$ cat config.mk
export PLATFORM = sky130hd
export DESIGN_NAME = two_output_demux_buffer_flat
export DESIGN_NICKNAME = d
export VERILOG_FILES = /design/src/rtl/two_output_demux_buffer_if.sv /design/src/rtl/two_output_demux_buffer.sv /design/src/flat_wrapper.sv
export SDC_FILE = /design/constraint.sdc
export NUM_CORES = 1
export LEC_CHECK = 0
export BUFFER_PORTS_ARGS = -buffer_cell sky130_fd_sc_hd__clkbuf_2
export CAP_MARGIN = 0
export CORE_MARGIN = 3
export CORE_UTILIZATION = 59
export DETAILED_ROUTE_END_ITERATION = 16
export MAX_ROUTING_LAYER = met4
export PLACE_DENSITY_LB_ADDON = 0.25
export SKIP_CTS_REPAIR_TIMING = 1
export SLEW_MARGIN = 20
export SYNTH_ARGS = -nofsm -noshare
export SYNTH_HDL_FRONTEND = slang
export SYNTH_SLANG_ARGS = --single-unit
export TNS_END_PERCENT = 10
$ cat constraint.sdc
create_clock -name Clk -period 2.5 [get_ports Clk]
set_input_delay 0.25 -clock Clk [delete_from_list [all_inputs] [get_ports Clk]]
set_output_delay 0.25 -clock Clk [all_outputs]
set_load 0.02 [all_outputs]
$ cat src/rtl/two_output_demux_buffer_if.sv
// Stream bundle for the 1-to-2 demux buffer: one valid/ready input, two valid/ready outputs.
interface two_output_demux_buffer_if #(
    parameter int unsigned width = 16
);
    logic             S;
    logic             In_Valid;
    logic [width-1:0] In_Data;
    logic             In_Ready;
    logic             Out1_Valid;
    logic [width-1:0] Out1_Data;
    logic             Out1_Ready;
    logic             Out2_Valid;
    logic [width-1:0] Out2_Data;
    logic             Out2_Ready;

    // Producer/consumer side (drives input word and output readies)
    modport master (
        output S, In_Valid, In_Data, Out1_Ready, Out2_Ready,
        input  In_Ready, Out1_Valid, Out1_Data, Out2_Valid, Out2_Data
    );

    // Demux buffer side
    modport slave (
        input  S, In_Valid, In_Data, Out1_Ready, Out2_Ready,
        output In_Ready, Out1_Valid, Out1_Data, Out2_Valid, Out2_Data
    );
endinterface

$ cat src/rtl/two_output_demux_buffer.sv
// Registered 1-to-2 stream demultiplexer. Each output port owns a 2-entry FIFO so a
// stalled consumer never blocks traffic headed to the other port.
module two_output_demux_buffer #(
    parameter int unsigned width = 16
) (
    input logic                    Clk,
    input logic                    Reset_n,
    two_output_demux_buffer_if.slave bus
);
    // Index 0 is port 1, index 1 is port 2.
    logic [1:0][1:0][width-1:0] mem_q, mem_d;
    logic [1:0]                 wptr_q, wptr_d;
    logic [1:0]                 rptr_q, rptr_d;
    logic [1:0][1:0]            cnt_q, cnt_d;
    logic [1:0]                 push, pop;
    logic [1:0]                 out_ready;
    logic                       in_ready;

    assign out_ready = {bus.Out2_Ready, bus.Out1_Ready};

    // Input ready looks only at the selected FIFO's registered count; a pop in the
    // same cycle does not free a slot early.
    always_comb begin
        in_ready = bus.S ? (cnt_q[1] != 2'd2) : (cnt_q[0] != 2'd2);
    end

    // Next-state for both FIFOs: push on accept to the selected port, pop on handshake.
    always_comb begin
        mem_d  = mem_q;
        wptr_d = wptr_q;
        rptr_d = rptr_q;
        cnt_d  = cnt_q;
        push   = '0;
        pop    = '0;
        for (int p = 0; p < 2; p++) begin
            push[p] = bus.In_Valid && in_ready && (bus.S == p[0]);
            pop[p]  = (cnt_q[p] != 2'd0) && out_ready[p];
            if (push[p]) begin
                mem_d[p][wptr_q[p]] = bus.In_Data;
                wptr_d[p]           = ~wptr_q[p];
            end
            if (pop[p]) begin
                rptr_d[p] = ~rptr_q[p];
            end
            if (push[p] && !pop[p]) begin
                cnt_d[p] = cnt_q[p] + 2'd1;
            end else if (pop[p] && !push[p]) begin
                cnt_d[p] = cnt_q[p] - 2'd1;
            end
        end
    end

    // State registers; async reset clears storage too so outputs read 0 after reset.
    always_ff @(posedge Clk or negedge Reset_n) begin
        if (!Reset_n) begin
            mem_q  <= '0;
            wptr_q <= '0;
            rptr_q <= '0;
            cnt_q  <= '0;
        end else begin
            mem_q  <= mem_d;
            wptr_q <= wptr_d;
            rptr_q <= rptr_d;
            cnt_q  <= cnt_d;
        end
    end

    assign bus.In_Ready   = in_ready;
    assign bus.Out1_Valid = (cnt_q[0] != 2'd0);
    assign bus.Out1_Data  = mem_q[0][rptr_q[0]];
    assign bus.Out2_Valid = (cnt_q[1] != 2'd0);
    assign bus.Out2_Data  = mem_q[1][rptr_q[1]];
endmodule

$ cat src/flat_wrapper.sv
// flat-port wrapper written by rule: the top's interface ports become plain ports
module two_output_demux_buffer_flat 
#(
    parameter int unsigned width = 16
)
  (Clk, Reset_n, bus_S, bus_In_Valid, bus_In_Data, bus_Out1_Ready, bus_Out2_Ready, bus_In_Ready, bus_Out1_Valid, bus_Out1_Data, bus_Out2_Valid, bus_Out2_Data);
  two_output_demux_buffer_if #(.width(width)) bus_i ();
  input logic Clk;
  input logic Reset_n;
  input wire logic [$bits(bus_i.S)-1:0] bus_S;
  input wire logic [$bits(bus_i.In_Valid)-1:0] bus_In_Valid;
  input wire logic [$bits(bus_i.In_Data)-1:0] bus_In_Data;
  input wire logic [$bits(bus_i.Out1_Ready)-1:0] bus_Out1_Ready;
  input wire logic [$bits(bus_i.Out2_Ready)-1:0] bus_Out2_Ready;
  output wire logic [$bits(bus_i.In_Ready)-1:0] bus_In_Ready;
  output wire logic [$bits(bus_i.Out1_Valid)-1:0] bus_Out1_Valid;
  output wire logic [$bits(bus_i.Out1_Data)-1:0] bus_Out1_Data;
  output wire logic [$bits(bus_i.Out2_Valid)-1:0] bus_Out2_Valid;
  output wire logic [$bits(bus_i.Out2_Data)-1:0] bus_Out2_Data;
  assign bus_i.S = bus_S;
  assign bus_i.In_Valid = bus_In_Valid;
  assign bus_i.In_Data = bus_In_Data;
  assign bus_i.Out1_Ready = bus_Out1_Ready;
  assign bus_i.Out2_Ready = bus_Out2_Ready;
  assign bus_In_Ready = bus_i.In_Ready;
  assign bus_Out1_Valid = bus_i.Out1_Valid;
  assign bus_Out1_Data = bus_i.Out1_Data;
  assign bus_Out2_Valid = bus_i.Out2_Valid;
  assign bus_Out2_Data = bus_i.Out2_Data;
  two_output_demux_buffer #(.width(width)) u_core (.Clk(Clk), .Reset_n(Reset_n), .bus(bus_i));
endmodule
# Word-level counts from Yosys, hierarchy flattened

Cells that the tools add are included.
W data, S select, Z words.

Word-level logic and storage cells: 61
Flip-flop bits (word level): 72

Bitwise operators: 5
Muxes and demuxes: 15
Add/sub/neg operators: 4
Equality and inequality tests: 2
Magnitude comparators: 6
Reduce and logical (&&, ||, !) cells: 19

Operators by type and width:

| kind                  | number |
|---|---|
| $mux W16              | 6 |
| $bwmux W32            | 2 |
| $demux W16 S1         | 2 |
| $logic_and A1 B1 Y1   | 11 |
| $lt A1 B2 Y1 const B  | 4 |
| $mux W2               | 4 |
| $reduce_bool A2 Y1    | 4 |
| $not A1 Y1            | 5 |
| $add A2 B1 Y2 const B | 2 |
| $logic_not A1 Y1      | 4 |
| $ne A2 B2 Y1 const B  | 2 |
| $sub A2 B1 Y2 const B | 2 |
| $ge A1 B1 Y1 const B  | 2 |
| $mux W1               | 1 |

# Depth between registers and ports, before layout

Gate-level depths: netlist (run 1).

Word-level depth: 8
Depth in mapped cells: 6
Depth with buffers taken out: 6

# Worst setup path before layout (run 1)

No wires, ideal clock.

Path kind: reg-to-reg
Start point: register u_core.cnt_q[1] (netlist bit)
End point: register u_core.mem_q[0] (netlist bit)
Setup slack: 912 ps
Data arrival time: 1463 ps
Cell stages (with the launch flop): 5
Period minus slack after synthesis: 1588 ps
Library setup time: 125 ps
Required time: 2375 ps
Cells stage by stage: dfrtp_1 > nor2b_1 > nor4b_4 > buf_6 > mux2_2

Word-level cells in the longest chain between the ends: 4

Ends and longest elaborated chain:

| what                              | line                          | text |
|---|---|---|
| start, declared                   | two_output_demux_buffer.sv:14 | `logic [1:0][1:0] cnt_q, cnt_d;` |
| start signal, assigned            | two_output_demux_buffer.sv:64 | `cnt_q <= cnt_d;` |
| $ne A2 B2 Y1                      | two_output_demux_buffer.sv:24 | `in_ready = bus.S ? (cnt_q[1] != 2'd2) : (cnt_q[0] != 2'd2);` |
| $mux W1                           | two_output_demux_buffer.sv:24 |  |
| $logic_and A1 B1 Y1 (2 in series) | two_output_demux_buffer.sv:36 | `push[p] = bus.In_Valid && in_ready && (bus.S == p[0]);` |
| end signal, assigned              | two_output_demux_buffer.sv:61 | `mem_q <= mem_d;` |
| end, declared                     | two_output_demux_buffer.sv:11 | `logic [1:0][1:0][width-1:0] mem_q, mem_d;` |

No other way between the ends.
A chain may end at the register's enable or synchronous reset.

# Final worst setup path (run 1)

Start point: register u_core.rptr_q[1]
End point: output port bus_Out2_Data[14]

Word-level cells in the longest chain between the ends: 2

Ends and longest elaborated chain:

| what                                         | line                          | text |
|---|---|---|
| start, declared                              | two_output_demux_buffer.sv:13 | `logic [1:0] rptr_q, rptr_d;` |
| start signal, assigned                       | two_output_demux_buffer.sv:63 | `rptr_q <= rptr_d;` |
| $mux W16 (implied by the code) (2 in series) | two_output_demux_buffer.sv:72 | `assign bus.Out2_Data = mem_q[1][rptr_q[1]];` |
| end, declared                                | flat_wrapper.sv:19            | `output wire logic [$bits(bus_i.Out2_Data)-1:0] bus_Out2_Data;` |

No other way between the ends. The select of a mux whose other input is x is not followed.

==> results of run 1 <==
metal layers:
| layer | vias to the layer above | track usage, % | wire length, um |
|---|---|---|---|
| li1 | 871 | - | - |
| met1 | 917 | 28.8 | 2770 |
| met2 | 52 | 31.3 | 2690 |
| met3 | 9 | 3.50 | 283 |
| met4 | 0 | 9.11 | 112 |
| met5 | - | - | 0 |
cells by family after synthesis:
logic type / Yosys count
AO/OA/AOI/OAI: 1
XOR/XNOR: 10
AND/OR/NAND/NOR: 18
multiplexers: 96
buffers and inverters: 8
flip-flops: 72
adder cells (fa/ha/maj): 2
worst paths after layout:
path	endpoint	slack (ns)	cells after the start
worst max-delay path	bus_Out2_Data[14]	0.46	2
worst min-delay path	u_core.rptr_q[1]	0.18	3
worst max register to register	u_core.mem_q[19]	0.77	3
worst min register to register	u_core.mem_q[29]	0.50	1
max in group asynchronous	u_core.mem_q[26]	1.29	3
min in group asynchronous	u_core.mem_q[49]	0.46	2
worst max-delay path, cell delays in order, from the launching register on:
cell and delay (ns):
dfrtp_1 0.87, mux2_2 0.41, clkbuf_2 0.16
where the power goes:
part / internal, uW / switching [uW] / leakage, uW
sequential: 1760 / 438 / 0.000854
combinational: 1240 / 1180 / 0.000765
clock: 655 / 414 / 0.000123
total: 3660 / 2030 / 0.00174
stage by stage:
stage,area [um^2],total power (uW)
after floorplan,3200,3950
after global routing,3800,6040
final,3800,5690
after detailed placement,3550,4650
after CTS,3790,5760
after global placement,3550,4570
cell type report:
type / instances / area share, %
Multi-Input combinational cell: 127 / 35.4
Clock inverter: 7 / 2.90
Clock buffer: 9 / 3.26
Sequential cell: 72 / 47.5
Timing Repair Buffer: 62 / 8.64
Tap cell: 70 / 2.31
cell usage after synthesis, drive strengths merged:
cell type,n,share of area [%]
nand2,2,0.23
dfrtp,72,56
nor2,3,0.35
nor3b,2,0.82
xnor2,4,1.1
buf,6,1.4
nor4b,1,0.74
nand3,1,0.31
and2,2,0.47
ha,2,0.78
a21oi,1,0.16
nor2b,2,0.39
clkbuf,2,0.23
xor2,6,1.6
nand4b,1,0.47
mux2,96,34
or2,2,0.39
nand2b,2,0.39
flip-flops by register name, summed over array words and instances, names as in the netlist:
register and count:
u_core.mem_q 64, u_core.cnt_q 4, u_core.rptr_q 2, u_core.wptr_q 2
==> summary.md, run 1 <==
| Metric | Value |
|---|---|
| Status | finished clean |
| Placed Cells | between 300 and 400 |
| Mapped Cells | 207 |
| Crit path launch | u_core.rptr_q[1] |
| Post-synthesis register bit count | 72 |
| Grt ovf | 0 |
| Post-synthesis mux area share | 33.8% |
| Core area | between 5000 and 6000 um^2 |
| Clock transition at the registers of the reported paths | 0.07 ns |
| Most frequent cells in the layout | 96 x mux2_2, 72 x dfrtp_1, 55 x clkbuf_2 |
| Clock tree buffer depth | 2 |
| Dpl ws | between 0.7 and 0.8 ns |
| Die X | 79.7 um |
| Kind of critical path | flop to output pin |
| Cell Pwr Density | ~1500 nW/um^2 |
| FILL cells | about 330 |
| Max rail drop VDD | 0.836 mV |
| WHS | 0.181 ns |
| Commonest non-fill, non-tap cell in the layout | mux2_2 |
| Die Ht | about 80 um |
| Fin worst setup slack | 0.462 ns |
| Initial Util | between 60% and 70% |
| Syn Std Cell Area | 3200 um^2 |
| Initial antenna violation count | 0 |
| CTS buffer count | 9 |
| Root buf cell | clkbuf_8 |
| Crit end category | output pin |
| Min-delay src | bus_Out2_Ready |
| Vias per cell | ~5.3 |
| Fmax | 491 MHz |
| FF+latch area | 1800 um^2 |
| DRC Markers | 0 |
| Mean routed wirelength per cell | roughly 17 um |
| Leakage power | 0.00174 uW |
| Post-layout utilization of the core | 73.4% |
| H-tree levels | 3 |
| Max-cap violations | 0 |
| N_diodes | 0 |
| Worst-Skew Late Latency | 0.34 ns |
| Fin. Hold Viols | 0 |
| Ys Warns | 0 |
| RR Startpoint | u_core.cnt_q[0] |
| Die area | 6340 um^2 |
| Part of the cycle the worst path needs | 81.5% |
| Final TNS setup | 0 ns |
| Gpl congestion | 0.701 |
| XOR/XNOR share of the synthesized area | 2.74% |
| Global-route wire length before repair | 9670 um |
| Main combinational cell family by area after synthesis | multiplexers |
| Net count reported at finish | a little under 300 |
| CTS tree | yes |
| Num rows | 26 |
| Avg Cell Area, Syn | 15.5 um^2 |
| I/O Buffers | 56 |
| Share of cells above drive strength 1 | 65.3% |
| Adder-Cell Fraction of Synth Area | 0.782% |
| Required time worst endpoint | 2.25 ns |
| Initial DRC Count | 75 |
| Slew at the pin closest to its max-slew limit | around 0.81 ns |
| Sequential-to-total area share from yosys stat | 56.3% |
| Final Max Slew Viols | 0 |
| Post-Synth Simple-Gate Area | 4.57% |
| Layout area overhead | 18.6% |
| Syn_nets | 231 |
| Clock Skew | 0.00766 ns |
| Pin count of the biggest net entering global routing | 29 |
| Post-synthesis compound-gate area fraction | 0.156% |
| DRT Wirelength | 5860 um |
| Worst setup SP type | flop |
| Finish-stage setup viols | 0 |
| Vias | 1,849 |
| Critical path arrival | between 1.5 and 2 ns |
| Vias in the first global route | 1,957 |
| Max FO, Critical Path | 17 |
| Total GRT Usage | a little over a fifth |
| Router iterations before antenna repair | 4 |
| Min-delay worst type | input port to flop |
| Top Ports | 57 |
| Clk sink count | 72 |
| Antenna Nets Post-Route | 0 |
| Detailed placement HPWL | 3990 um |
| Slew HR | 45.9% |
| Tmin final | roughly 2 ns |
| Unrepaired setup endpoints after global routing | no |
| Synth unique cells | 21 |
| Post-Layout Cell Count | 347 |
| Area taken by multi-input logic gates | 1350 um^2 |
Note: power is estimated with default switching activity, not from simulation.
==> run 2: changes to the inputs <==
--- a/config.mk
+++ b/config.mk
@@ -5,10 +5,11 @@
 export SDC_FILE = /design/constraint.sdc
 export NUM_CORES = 1
 export LEC_CHECK = 0
+export ABC_AREA = 1
 export BUFFER_PORTS_ARGS = -buffer_cell sky130_fd_sc_hd__clkbuf_2
 export CAP_MARGIN = 0
 export CORE_MARGIN = 3
-export CORE_UTILIZATION = 59
+export CORE_UTILIZATION = 51
 export DETAILED_ROUTE_END_ITERATION = 16
 export MAX_ROUTING_LAYER = met4
 export PLACE_DENSITY_LB_ADDON = 0.25
==> constraint.sdc (replaced) <==
create_clock -name Clk -period 1.84 [get_ports Clk]
set_input_delay 0.184 -clock Clk [delete_from_list [all_inputs] [get_ports Clk]]
set_output_delay 0.184 -clock Clk [all_outputs]
set_load 0.02 [all_outputs]
==> run 2 against run 1 <==
Via count grew 52%; clock skew grew 0.0018 ns; sequential cell count is the same; largest cell class unchanged; highest routed layer unchanged.
==> summary.md, run 2 <==
| Metric | Value |
|---|---|
| Status | finished clean |
| N_diodes | 0 (unchanged) |
| Router iterations before antenna repair | 4 (unchanged) |
| Initial antenna violation count | 0 (unchanged) |
| Finish-stage setup viols | 0 (unchanged) |
| H-tree levels | 3 (unchanged) |
| Final TNS setup | 0 ns (unchanged) |
| Layout area overhead | 16.9% |
| Top reg by flops | u_core.mem_q |
| Dpl ws | 0.186 ns (-0.604 ns) |
| Die area | 7850 um^2 (+24%) |
| Finished layout cell area | 4070 um^2 (+7.2%) |
| Sequential-to-total area share from yosys stat | 51.8% (-4.5 points) |
| Avg Cell Area, Syn | 8.28 um^2 (-46%) |
| Tmin final | 1.71 ns |
| Slew at the pin closest to its max-slew limit | 0.638 ns (-0.174 ns) |
| Dominant synthesized flop cell | dfrtp_1 |
| Worst-Skew Late Latency | 0.35 ns (about the same) |
| Min-delay worst type | input port to flop |
| Clock transition at the registers of the reported paths | 0.07 ns (about the same) |
| Placed cell areas | 3840 um^2 (+8.0%) |
| Max rail drop VDD | 0.895 mV (+7.1%) |
| Leakage power | 0.00213 uW (+22%) |
| Main combinational cell family by area after synthesis | simple AND/OR/NAND/NOR gates |
| Post-synthesis compound-gate area fraction | 16.8% (+17 points) |
| Cell Pwr Density | 1880 nW/um^2 (+25%) |
| Part of the cycle the worst path needs | roughly 93% |
| Synth unique cells | 22 (+4.8%) |
| Clk sink count | 72 (unchanged) |
| Syn Std Cell Area | 3480 um^2 (+8.7%) |
| Post-synth EDFFs | 0 (unchanged) |
| Ys async rst share | 100% (unchanged) |
| Adder-Cell Fraction of Synth Area | 0.719% (-0.063 points) |
| Mapped Cells | 420 (+100%) |
| Fin worst setup slack | 0.133 ns (-0.329 ns) |
| Share of cells above drive strength 1 | 19.7% (-46 points) |
| Pin count of the biggest net entering global routing | 73 (+150%) |
| Yosys top cell by area | dfrtp_1 |
| Global-route wire length before repair | 13,100 um (+35%) |
| Largest registers | u_core.mem_q (64), u_core.cnt_q (4) |
| CTS buffer count | 9 (unchanged) |
| Max-cap violations | 0 (unchanged) |
| DRT Wirelength | 7840 um (+34%) |
| Unrepaired setup endpoints after global routing | no |
| Post-synthesis mux area share | 0% (-34 points) |
| Net count reported at finish | 503 (+70%) |
| Post-synthesis register bit count | 72 (unchanged) |
| Initial Util | 53.6% (-8.3 points) |
| Grt ovf | 0 (unchanged) |
| Gpl congestion | 0.789 (+12%) |
| Vias | 2,812 (+52%) |
| Most frequent cells in the layout | 148 x nand2_1, 72 x dfrtp_1, 66 x o21ai_0 |
| Synth top cells by count | 148 x nand2_1, 72 x dfrtp_1, 66 x o21ai_0, 55 x inv_1, 32 x o21bai_1 |
| Antenna Nets Post-Route | 0 (unchanged) |
| Top-area cell type share of the netlist area | 51.8% (-4.5 points) |
| Fmax | 586 MHz |
| Max FFs per register | 64 (unchanged) |
| Die X | 88.6 um (+11%) |
| Fin. Hold Viols | 0 (unchanged) |
| Root buf cell | clkbuf_8 |
| Required time worst endpoint | 1.66 ns (-0.59 ns) |
| Vias in the first global route | 2,773 (+42%) |
| Vias per cell | 5.02 (-5.8%) |
| DRC Markers | 0 (unchanged) |
| Mean routed wirelength per cell | 14.0 um (-17%) |
| Max FO, Critical Path | 28 (+11) |
| Slew HR | 57.4% (+12 points) |
| Die Ht | 88.6 um (+11%) |
| Total GRT Usage | 22.6% (+1.6 points) |
| Kind of critical path | flop to output pin |
| Clock tree buffer depth | 2 (unchanged) |
| Num rows | 29 (+12%) |
| Core area | 6490 um^2 (+26%) |
| XOR/XNOR share of the synthesized area | 2.01% (-0.72 points) |
| Most common cell in the netlist | nand2_1 |
| FILL cells | 560 (+69%) |
| Worst setup SP type | flop |
| CTS tree | yes |
| Crit end category | output pin |
| Post-Synth Simple-Gate Area | 18.7% (+14 points) |
| Top Ports | 57 (unchanged) |
| I/O Buffers | 56 (unchanged) |
| Dominant cells by area after synthesis | dfrtp_1 52%, nand2_1 16%, o21ai_0 9.5% |
| Initial DRC Count | 155 (+110%) |
| Final Max Slew Viols | 0 (unchanged) |
| Commonest non-fill, non-tap cell in the layout | nand2_1 |
| Ys Warns | 0 (unchanged) |
| Clock Skew | 0.00943 ns (+0.00177 ns) |
| Syn_nets | 444 (+92%) |
| Detailed placement HPWL | 5220 um (+31%) |
| Critical path arrival | 1.52 ns (-0.27 ns) |
[run 2: through the flow]
stage | util, % | power (uW) | hold slack, ns | std cells
finish | 62.6 | 7630 | 0.0967 | 560
global route | 62.6 | 8270 | 0.0939 | 560
CTS | 61.9 | 7640 | -0.125 | 556
detailed placement | 59.1 | 6400 | 0.244 | 541
global placement | 59.1 | 6270 | 0.245 | 541
floorplan | - | 5250 | -0.112 | 420
[run 2: critical path: stages (launching register included)]
cell and delay [ns]:
dfrtp_1 0.46, buf_12 0.20, o21ai_0 0.28, clkbuf_2 0.23
[run 2: cell families after synthesis]
kind of cell    count (synthesis)
flops                          72
fa+ha+maj                       2
buf+inv                        81
compound gates                101
xor+xnor                        8
simple gates                  156
[run 2: layer usage]
metal  part of all wire (%)  GRT usage [%]  wire (um)  up-vias
met3                    4.6           3.45        360       10
met4                    1.6           10.4        128        0
li1                       -              -          -     1418
met1                     46           30.2       3640     1309
met2                     47           34.2       3710       75
met5                      0              -          0        -
[run 2: worst paths after layout]
| path | depth (start not counted) | endpoint | startpoint | slack, ns |
|---|---|---|---|---|
| worst min register to register | 1 | u_core.cnt_q[0] | u_core.cnt_q[0] | 0.49 |
| min in group asynchronous | 3 | u_core.mem_q[3] | Reset_n | 0.39 |
| max in group asynchronous | 3 | u_core.mem_q[34] | Reset_n | 1.14 |
| worst min-delay path | 3 | u_core.mem_q[24] | bus_In_Data[8] | 0.1 |
| worst max-delay path | 3 | bus_Out2_Data[5] | u_core.rptr_q[1] | 0.13 |
| worst max register to register | 8 | u_core.cnt_q[3] | u_core.cnt_q[2] | 0.24 |
[run 2: area by class of cell]
class	instances	area, um^2	share of cell area [%]
timing repair buffer	71	433	10.6
inverter	58	218	5.35
clock buffer	11	141	3.48
tap	77	96.3	2.37
clock inverter	4	45.0	1.11
multi-input combinational	267	1330	32.8
sequential	72	1800	44.3
[run 2: report_power, final]
part	switching (uW)	internal, uW
clock network	585	650
registers	365	2370
logic	2380	1270
total	3330	4290
